File: src/rtl/mc_pkg.sv
// Shared encodings for the multi-cycle CPU control unit: opcodes, FSM states,
// datapath select values and the decoded-instruction record.
package mc_pkg;

    // Opcodes (IR[31:26])
    localparam logic [5:0] OP_ADD   = 6'b000000;
    localparam logic [5:0] OP_SUB   = 6'b000001;
    localparam logic [5:0] OP_ADDIU = 6'b000010;
    localparam logic [5:0] OP_AND   = 6'b010000;
    localparam logic [5:0] OP_ANDI  = 6'b010001;
    localparam logic [5:0] OP_ORI   = 6'b010010;
    localparam logic [5:0] OP_XORI  = 6'b010011;
    localparam logic [5:0] OP_SLL   = 6'b011000;
    localparam logic [5:0] OP_SLT   = 6'b100110;
    localparam logic [5:0] OP_SLTI  = 6'b100111;
    localparam logic [5:0] OP_SW    = 6'b110000;
    localparam logic [5:0] OP_LW    = 6'b110001;
    localparam logic [5:0] OP_BEQ   = 6'b110100;
    localparam logic [5:0] OP_BNE   = 6'b110101;
    localparam logic [5:0] OP_BLTZ  = 6'b110110;
    localparam logic [5:0] OP_J     = 6'b111000;
    localparam logic [5:0] OP_JR    = 6'b111001;
    localparam logic [5:0] OP_JAL   = 6'b111010;
    localparam logic [5:0] OP_HALT  = 6'b111111;

    // FSM state encodings
    localparam logic [3:0] S_IF      = 4'd0;
    localparam logic [3:0] S_ID      = 4'd1;
    localparam logic [3:0] S_EXE_ALU = 4'd2;
    localparam logic [3:0] S_EXE_BR  = 4'd3;
    localparam logic [3:0] S_EXE_LS  = 4'd4;
    localparam logic [3:0] S_MEM     = 4'd5;
    localparam logic [3:0] S_WB_ALU  = 4'd6;
    localparam logic [3:0] S_WB_LD   = 4'd7;
    localparam logic [3:0] S_HALT    = 4'd8;

    // ALU operation select
    localparam logic [2:0] ALU_ADD = 3'b000;
    localparam logic [2:0] ALU_SUB = 3'b001;
    localparam logic [2:0] ALU_SLL = 3'b010;
    localparam logic [2:0] ALU_OR  = 3'b011;
    localparam logic [2:0] ALU_AND = 3'b100;
    localparam logic [2:0] ALU_SLT = 3'b101;
    localparam logic [2:0] ALU_XOR = 3'b110;

    // Next-PC mux select
    localparam logic [1:0] PC_SEQ = 2'b00;
    localparam logic [1:0] PC_BR  = 2'b01;
    localparam logic [1:0] PC_JR  = 2'b10;
    localparam logic [1:0] PC_JMP = 2'b11;

    // Register-file write address select
    localparam logic [1:0] RD_RA = 2'b00;
    localparam logic [1:0] RD_RT = 2'b01;
    localparam logic [1:0] RD_RD = 2'b10;

    typedef enum logic [3:0] {
        CL_ILL,
        CL_ALU,
        CL_LW,
        CL_SW,
        CL_BEQ,
        CL_BNE,
        CL_BLTZ,
        CL_J,
        CL_JR,
        CL_JAL,
        CL_HALT
    } iclass_t;

    typedef struct packed {
        iclass_t    cls;
        logic [2:0] alu_op;
        logic       ext_sel;
        logic       alu_src_a;
        logic       alu_src_b;
        logic [1:0] reg_dst;
    } dec_t;

endpackage

File: src/rtl/ctrl_decode.sv
// Pure opcode decoder: instruction class plus the static datapath selects.
// The FSM decides in which states these values actually reach the outputs.
module ctrl_decode
    import mc_pkg::*;
#(
    parameter int OPW = 6
) (
    input  logic [OPW-1:0] opcode,
    output dec_t           dec
);

    logic [5:0] op;
    assign op = 6'(opcode);

    always_comb begin
        dec           = '0;
        dec.cls       = CL_ILL;
        dec.alu_op    = ALU_ADD;
        dec.reg_dst   = RD_RD;
        case (op)
            OP_ADD:   begin dec.cls = CL_ALU; dec.alu_op = ALU_ADD; end
            OP_SUB:   begin dec.cls = CL_ALU; dec.alu_op = ALU_SUB; end
            OP_AND:   begin dec.cls = CL_ALU; dec.alu_op = ALU_AND; end
            OP_SLT:   begin dec.cls = CL_ALU; dec.alu_op = ALU_SLT; end
            OP_SLL: begin
                dec.cls       = CL_ALU;
                dec.alu_op    = ALU_SLL;
                dec.alu_src_a = 1'b1;
            end
            OP_ADDIU: begin
                dec.cls       = CL_ALU;
                dec.alu_op    = ALU_ADD;
                dec.alu_src_b = 1'b1;
                dec.ext_sel   = 1'b1;
                dec.reg_dst   = RD_RT;
            end
            OP_ANDI: begin
                dec.cls       = CL_ALU;
                dec.alu_op    = ALU_AND;
                dec.alu_src_b = 1'b1;
                dec.reg_dst   = RD_RT;
            end
            OP_ORI: begin
                dec.cls       = CL_ALU;
                dec.alu_op    = ALU_OR;
                dec.alu_src_b = 1'b1;
                dec.reg_dst   = RD_RT;
            end
            OP_XORI: begin
                dec.cls       = CL_ALU;
                dec.alu_op    = ALU_XOR;
                dec.alu_src_b = 1'b1;
                dec.reg_dst   = RD_RT;
            end
            OP_SLTI: begin
                dec.cls       = CL_ALU;
                dec.alu_op    = ALU_SLT;
                dec.alu_src_b = 1'b1;
                dec.ext_sel   = 1'b1;
                dec.reg_dst   = RD_RT;
            end
            OP_LW: begin
                dec.cls       = CL_LW;
                dec.alu_src_b = 1'b1;
                dec.ext_sel   = 1'b1;
                dec.reg_dst   = RD_RT;
            end
            OP_SW: begin
                dec.cls       = CL_SW;
                dec.alu_src_b = 1'b1;
                dec.ext_sel   = 1'b1;
            end
            OP_BEQ:   begin dec.cls = CL_BEQ;  dec.alu_op = ALU_SUB; end
            OP_BNE:   begin dec.cls = CL_BNE;  dec.alu_op = ALU_SUB; end
            OP_BLTZ:  begin dec.cls = CL_BLTZ; dec.alu_op = ALU_SUB; end
            OP_J:     dec.cls = CL_J;
            OP_JR:    dec.cls = CL_JR;
            OP_JAL:   begin dec.cls = CL_JAL; dec.reg_dst = RD_RA; end
            OP_HALT:  dec.cls = CL_HALT;
            default:  dec.cls = CL_ILL;
        endcase
    end

endmodule

File: src/rtl/multicycle_ctrl.sv
// Multi-cycle CPU control FSM: IF/ID/EXE/MEM/WB sequencing with Moore/Mealy
// control outputs for PC, IR, register file, ALU and data memory.
module multicycle_ctrl
    import mc_pkg::*;
#(
    parameter int OPW         = 6,
    parameter bit HALT_STICKY = 1'b1
) (
    input  logic           CLK,
    input  logic           RST,
    input  logic [OPW-1:0] opcode,
    input  logic           zero,
    input  logic           sign,
    output logic           PCWre,
    output logic [1:0]     PCSrc,
    output logic           IRWre,
    output logic           InsMemRW,
    output logic           RegWre,
    output logic [1:0]     RegDst,
    output logic           WrRegDSrc,
    output logic           ALUSrcA,
    output logic           ALUSrcB,
    output logic           ExtSel,
    output logic [2:0]     ALUOp,
    output logic           mRD,
    output logic           mWR,
    output logic           DBDataSrc
);

    logic [3:0] state;
    logic [3:0] state_nx;
    dec_t       dec;
    logic       br_taken;

    ctrl_decode #(.OPW(OPW)) u_decode (
        .opcode (opcode),
        .dec    (dec)
    );

    always_ff @(posedge CLK) begin
        if (!RST) state <= S_IF;
        else      state <= state_nx;
    end

    always_comb begin
        state_nx = S_IF;
        case (state)
            S_IF: state_nx = S_ID;
            S_ID: begin
                case (dec.cls)
                    CL_ALU:                   state_nx = S_EXE_ALU;
                    CL_LW, CL_SW:             state_nx = S_EXE_LS;
                    CL_BEQ, CL_BNE, CL_BLTZ:  state_nx = S_EXE_BR;
                    CL_HALT:                  state_nx = S_HALT;
                    default:                  state_nx = S_IF;
                endcase
            end
            S_EXE_ALU: state_nx = S_WB_ALU;
            S_EXE_LS:  state_nx = S_MEM;
            S_MEM:     state_nx = (dec.cls == CL_LW) ? S_WB_LD : S_IF;
            S_HALT:    state_nx = HALT_STICKY ? S_HALT : S_IF;
            default:   state_nx = S_IF;
        endcase
    end

    always_comb begin
        case (dec.cls)
            CL_BEQ:  br_taken = zero;
            CL_BNE:  br_taken = ~zero;
            CL_BLTZ: br_taken = sign;
            default: br_taken = 1'b0;
        endcase
    end

    always_comb begin
        PCWre     = 1'b0;
        PCSrc     = PC_SEQ;
        IRWre     = 1'b0;
        InsMemRW  = 1'b0;
        RegWre    = 1'b0;
        RegDst    = RD_RA;
        WrRegDSrc = 1'b0;
        ALUSrcA   = 1'b0;
        ALUSrcB   = 1'b0;
        ExtSel    = 1'b0;
        ALUOp     = ALU_ADD;
        mRD       = 1'b0;
        mWR       = 1'b0;
        DBDataSrc = 1'b0;
        case (state)
            S_IF: begin
                IRWre    = 1'b1;
                InsMemRW = 1'b1;
            end
            S_ID: begin
                case (dec.cls)
                    CL_J: begin
                        PCWre = 1'b1;
                        PCSrc = PC_JMP;
                    end
                    CL_JR: begin
                        PCWre = 1'b1;
                        PCSrc = PC_JR;
                    end
                    CL_JAL: begin
                        PCWre     = 1'b1;
                        PCSrc     = PC_JMP;
                        RegWre    = 1'b1;
                        RegDst    = RD_RA;
                        WrRegDSrc = 1'b0;
                    end
                    CL_ILL: PCWre = 1'b1;
                    default: ;
                endcase
            end
            // ALU selects stay up through write-back so the result is stable
            S_EXE_ALU, S_WB_ALU: begin
                ALUOp   = dec.alu_op;
                ExtSel  = dec.ext_sel;
                ALUSrcA = dec.alu_src_a;
                ALUSrcB = dec.alu_src_b;
                if (state == S_WB_ALU) begin
                    RegWre    = 1'b1;
                    WrRegDSrc = 1'b1;
                    RegDst    = dec.reg_dst;
                    PCWre     = 1'b1;
                end
            end
            // Address generation held while memory is accessed
            S_EXE_LS, S_MEM, S_WB_LD: begin
                ALUOp   = ALU_ADD;
                ALUSrcB = 1'b1;
                ExtSel  = 1'b1;
                if (state == S_MEM) begin
                    if (dec.cls == CL_LW) begin
                        mRD = 1'b1;
                    end else if (dec.cls == CL_SW) begin
                        mWR   = 1'b1;
                        PCWre = 1'b1;
                    end
                end
                if (state == S_WB_LD) begin
                    mRD       = 1'b1;
                    DBDataSrc = 1'b1;
                    RegWre    = 1'b1;
                    RegDst    = RD_RT;
                    WrRegDSrc = 1'b1;
                    PCWre     = 1'b1;
                end
            end
            S_EXE_BR: begin
                ALUOp = ALU_SUB;
                PCWre = 1'b1;
                PCSrc = br_taken ? PC_BR : PC_SEQ;
            end
            default: ;
        endcase
        if (!RST) begin
            PCSrc     = PC_SEQ;
            IRWre     = 1'b0;
            InsMemRW  = 1'b0;
            RegWre    = 1'b0;
            RegDst    = RD_RA;
            WrRegDSrc = 1'b0;
            ALUSrcA   = 1'b0;
            ALUSrcB   = 1'b0;
            ExtSel    = 1'b0;
            ALUOp     = ALU_ADD;
            mRD       = 1'b0;
            mWR       = 1'b0;
            DBDataSrc = 1'b0;
            PCWre     = 1'b1;
        end
    end

endmodule

File: config.mk
export PLATFORM = sky130hd
export DESIGN_NAME = multicycle_ctrl
export DESIGN_NICKNAME = d
export VERILOG_FILES = /design/src/rtl/mc_pkg.sv /design/src/rtl/ctrl_decode.sv /design/src/rtl/multicycle_ctrl.sv
export SDC_FILE = /design/constraint.sdc
export NUM_CORES = 1
export LEC_CHECK = 0
export BUFFER_PORTS_ARGS = -buffer_cell sky130_fd_sc_hd__buf_2
export CAP_MARGIN = 20
export CORE_AREA = 2 2 46 48
export CTS_BUF_LIST = sky130_fd_sc_hd__clkbuf_8
export CTS_CLUSTER_DIAMETER = 80
export DETAILED_ROUTE_END_ITERATION = 6
export DIE_AREA = 0 0 48 50
export GPL_ROUTABILITY_DRIVEN = 0
export HOLD_SLACK_MARGIN = 0.15
export PLACE_DENSITY = 0.83
export SLEW_MARGIN = 0
export SYNTH_ARGS = -nofsm -noshare
export SYNTH_HDL_FRONTEND = slang
export SYNTH_SLANG_ARGS = --single-unit
File: constraint.sdc
create_clock -name CLK -period 1.6 [get_ports CLK]
set_input_delay 0.16 -clock CLK [delete_from_list [all_inputs] [get_ports CLK]]
set_output_delay 0.16 -clock CLK [all_outputs]
set_load 0.005 [all_outputs]
# Yosys cells after proc, flatten, opt, wreduce, memory -nomap -nowiden

Cells that the tools add are included.

Reductions and logical operators: 16
Shift-type cells: 0
Order comparisons: 0
Mux-type cells: 51
Divide/modulo/power cells: 0
Multipliers: 0
Bitwise operators: 1
Equal/unequal tests: 36
Add/subtract/negate cells: 0

Operator list:

| kind                 | count |
|---|---|
| $eq A6 B6 Y1 const B | 11 |
| $pmux W4 S10         | 1 |
| $eq A4 B3 Y1 const B | 8 |
| $mux W1              | 31 |
| $eq A6 B5 Y1 const B | 5 |
| $pmux W4 S6          | 1 |
| $pmux W3 S6          | 1 |
| $eq A4 B2 Y1 const B | 4 |
| $eq A4 B4 Y1 const B | 4 |
| $pmux W2 S2          | 4 |
| $pmux W4 S4          | 1 |
| $reduce_or A4 Y1     | 3 |
| $reduce_or A10 Y1    | 1 |
| $reduce_or A2 Y1     | 5 |
| $eq A4 B1 Y1 const B | 2 |
| $logic_not A4 Y1     | 2 |
| $reduce_or A7 Y1     | 1 |
| $eq A6 B1 Y1 const B | 1 |
| $eq A6 B2 Y1 const B | 1 |
| $logic_not A6 Y1     | 1 |
| $mux W2              | 3 |
| $mux W3              | 2 |
| $pmux W1 S2          | 3 |
| $pmux W1 S3          | 2 |
| other kinds (5)      | 6 |

Bits in registers: 4
Output and inout port bits: 18
Bits in latches: 0
Memory bits (writable): 0
ROM bits: 0
Logic and storage cells: 105
Input bits: 10
Memories kept: 0

# Longest topological paths before layout

Depth after elaboration: 10
Depth in mapped cells: 6
Depth with buffers taken out: 5

# Modules after synthesis

Synthesis repeated with hierarchy kept, for this count alone.

Cells, all modules: 155
Area, all modules: 1098.6 sq um

By module, submodules not included:

| module          | instances | cells each | seq. area each (sq um) | area an instance (sq um) |
|---|---|---|---|---|
| multicycle_ctrl | 1         | 87         | 80.1                   | 648.1 |
| ctrl_decode     | 1         | 68         | 0.0                    | 450.4 |

# Worst setup path after synthesis

Ideal clock, no wire load.

Path type: register to output
Start: register state[2]
End: output PCSrc[0]
Path slack: 0.118 ns
Buffers on the path: 1
Cell stages (with the launch flop): 4
Arrival time: 1.322 ns
Required time: 1.440 ns
Cell sequence: dfxtp_1 clkbuf_1 or4_4 o41ai_2

Word-level cells in the longest chain between the ends: 3
Elaborated cells on any way between the ends: 4
Classes of those cells: eq/ne (2); mux (2)

RTL lines:

| item                                         | line                   | text |
|---|---|---|
| start, declared                              | multicycle_ctrl.sv:30  | `logic [3:0] state;` |
| start signal, assigned                       | multicycle_ctrl.sv:42  | `else state <= state_nx;` |
| $eq A4 B2 Y1 or $eq A4 B1 Y1 (tied branches) | multicycle_ctrl.sv:90  | `case (state)` |
| $pmux W2 S2 (*)                              | multicycle_ctrl.sv:90  |  |
| $mux W2 (*)                                  | multicycle_ctrl.sv:158 | `if (!RST) begin` |
| end, declared                                | multicycle_ctrl.sv:15  | `output logic [1:0] PCSrc,` |

Mark *: on every way between the ends. The rest lies on a longest branch, timed or not.

# Worst setup path in the final report

Start: input opcode[1]
End: output PCSrc[0]

Word-level cells in the longest chain between the ends: 8
Elaborated cells on any way between the ends: 33
Classes of those cells: eq/ne (24); mux (6); reduce/logical (3)

RTL lines:

| item                                            | line                                          | text |
|---|---|---|
| start, declared                                 | multicycle_ctrl.sv:11                         | `input logic [OPW-1:0] opcode,` |
| $eq A6 B1 Y1, or another cell as far along      | ctrl_decode.sv:20                             | `case (op)` |
| $reduce_or A10 Y1 (no source line)              | n/a                                           |  |
| $pmux W4 S10 (*)                                | ctrl_decode.sv:20                             |  |
| $eq A4 B3 Y1, or another cell as far along      | multicycle_ctrl.sv:67                         | `case (dec.cls)` |
| $pmux W1 S3 or $reduce_or A2 Y1 (tied branches) | n/a                                           |  |
| $mux W1 or $pmux W2 S2 (tied branches)          | multicycle_ctrl.sv:154, multicycle_ctrl.sv:96 |  |
| $pmux W2 S2 (*)                                 | multicycle_ctrl.sv:90                         |  |
| $mux W2 (*)                                     | multicycle_ctrl.sv:158                        |  |

Marked as above.

==> impl_metrics.csv <==
group,metric,value,unit
floorplan,start_util,49.2,%
place,dp_cells,212,
cells_and_area,reg_top3,"state x4",
drt,wl_per_cell,20.4,um
cells_and_area,drive_gt1_share,54.7,%
drt,dr_wl_met2,2230,um
timing,worstMarginPinSlew,601,ps
cells_and_area,largest_register,"state",
cells_and_area,largest_reg_flops,4,
place,placed_area,1250,um^2
global_routing,grt_pass1_vias,1398,
floorplan,die_h,50,um
cells_and_area,nFillCells,88,
clock_tree,cts_buffers,3,
clock_tree,cts_tree,"yes",
cells_and_area,nets,215,
drt,viasPerCell,6.57,
global_routing,track_usage,38.2,%
timing,rsz0062_at_grt,"yes",
timing,min_period,1740,ps
timing,setup_ws,-135,ps
synth,synth_edf_count,0,
cells_and_area,final_util,87.0,%
synth,ys_warn_count,0,
pwr,peakVddDrop,0.635,mV
cells_and_area,final_area,1650,um^2
synth,ys.flop_type,"dfxtp_1",
synth,synth_cells,142,
setup_path,cp-end-kind,"primary output",
drt,drtIter0Drc,104,
cells_and_area,syn2layout_area_growth,76.7,%
floorplan,rows,16,
timing,whs,421,ps
cells_and_area,final_common_cell,"buf_4",
timing,hold_viol,0,
drt,totalWireLength,4700,um
timing,setup_tns,-207,ps
drt,met3_length,429,um
place,portBuffers,27,
synth,synth_fp_nets,152,
pwr,power_leakage,0.705,nW
clock_tree,cts_max_level,1,
timing,max_freq,576,MHz
synth,synth_cell_types,47,
global_routing,grt_max_degree,13,
global_routing,grt_pass1_wl,6580,um
timing,slew_viol_final,0,
setup_path,critPathKind,"in2out",
run_status,status,"finished with violations",
cells_and_area,antenna-diode-count,0,
setup_path,cp_max_fo,10,
clock_tree,ctsHoldBuffers,0,
place,dp_slack,-160,ps
clock_tree,cts_sinks,4,
hold_path,min_path_type,"in2reg",
timing,final-setup-viol-count,2,
drt,wl_met1,1740,um
floorplan,io_pins,28,
drt,dr.pass1.iters,5,
drt,vias,1510,
floorplan,die_area,2400,um^2
clock_tree,clockBufferDepth,2,
setup_path,worst-r2r-cell-count,6,
place,dp_hpwl,2470,um
floorplan,coreArea,1900,um^2
clock_tree,clock_latency,230,ps
pwr,p_total,0.786,mW
drt,post-route-drc-count,0,
global_routing,antenna_found_initial,0,
setup_path,crit_required,1440,ps
floorplan,die_width,48,um
timing,max_slew_margin,59.5,%
synth,syn_area,936,um^2
pwr,powerDensity,475,nW/um^2
clock_tree,clk_pin_slew,40,ps
global_routing,overflow,0,
cells_and_area,final_cell_mix,"buf_4 (40), buf_2 (21), nor2_1 (15)",
synth,synth_area_per_cell,6.59,um^2
setup_path,worstSetupStartpointType,"primary input",
synth,async_reset_ff_share,0,%
timing,finalClockSkew,1.67,ps
timing,fin_crit_sh,108,%
synth,ys_seq_elements,4,
run_status,failed_checks,"negative setup slack",
drt,ant_nets,0,
clock_tree,clockRootBuffer,"clkbuf_8",
job,cap_violations,0,
synth,yosysSeqAreaShare,8.56,%
setup_path,worstPathArrival,1580,ps
hold_path,worstHoldPathCells,4,
cells_and_area,layout.cells.non_filler,230,
drt,top_layer_used,"met4",
==> synthesized netlist by cell type, drive strengths merged, types with 2 or more instances <==
| library cell | n | area (um^2) |
|---|---|---|
| and2 | 6 | 37.5 |
| o21ai | 9 | 45.0 |
| a31oi | 4 | 25.0 |
| nor2b | 5 | 31.3 |
| a211o | 2 | 17.5 |
| buf | 9 | 65.1 |
| nand4 | 2 | 12.5 |
| dfxtp | 4 | 80.1 |
| clkbuf | 5 | 18.8 |
| nor3 | 6 | 30.0 |
| nand2 | 13 | 51.3 |
| o221ai | 2 | 35.0 |
| and3 | 2 | 12.5 |
| nand3 | 4 | 20.0 |
| o21bai | 2 | 15.0 |
| a211oi | 2 | 15.0 |
| a21oi | 15 | 82.6 |
| nor2 | 18 | 67.6 |
| nor4 | 2 | 12.5 |
| nand2b | 8 | 50.1 |
==> kinds of logic after synthesis <==
kind of cell / after synthesis / synth area share (%)
AOI/OAI and AO/OA: 44 / 33.7
and+or+nand+nor: 77 / 45.6
buffers and inverters: 14 / 8.96
DFF: 4 / 8.56
muxes: 2 / 2.27
xor gates and xnor gates: 1 / 0.936
==> layer usage <==
| layer | up-vias | track usage [%] |
|---|---|---|
| met5 | - | 0 |
| met4 | 0 | 20.3 |
| met3 | 38 | 9.89 |
| met2 | 121 | 61.8 |
| met1 | 703 | 43.5 |
| li1 | 648 | - |
==> final cells by class <==
class | instances | area [um^2] | area share (%)
Tap cell | 27 | 33.8 | 2.04
Clock buffer | 3 | 41.3 | 2.50
Sequential cell | 4 | 90.1 | 5.45
Multi-Input combinational cell | 124 | 917 | 55.4
Timing Repair Buffer | 72 | 572 | 34.6
==> power by group <==
part           internal, mW  switching, mW  leakage, nW  total (mW)
registers             0.106         0.0126       0.0349       0.119
clock network         0.162         0.0703       0.0216       0.232
logic                 0.215          0.220        0.649       0.435
total                 0.484          0.303        0.705       0.786
==> timing repair <==
| item | 4_1_cts | 5_1_grt |
|---|---|---|
| gates resized for setup | 34 | 26 |
| setup endpoints to repair | 8 | 14 |
| gates cloned | 0 | 1 |
| buffers inserted | 4 | 10 |
| pin swaps | 9 | 13 |
==> worst paths after layout <==
kind / start / endpoint / slack, ps
setup / recovery: opcode[1] / PCSrc[0] / -140
setup reg to reg: state[1]$_SDFF_PN0_ / state[1]$_SDFF_PN0_ / 130
hold reg to reg: state[3]$_SDFF_PN0_ / state[3]$_SDFF_PN0_ / 680
hold / removal: opcode[2] / state[3]$_SDFF_PN0_ / 420
==> worst max-delay path: stages <==
cell and delay, ps:
buf_12 120, and4b_2 260, a21oi_2 200, o221ai_4 170, mux2i_2 190, o41ai_2 310
buf_2 160
Note: power is estimated with default switching activity, not from simulation.
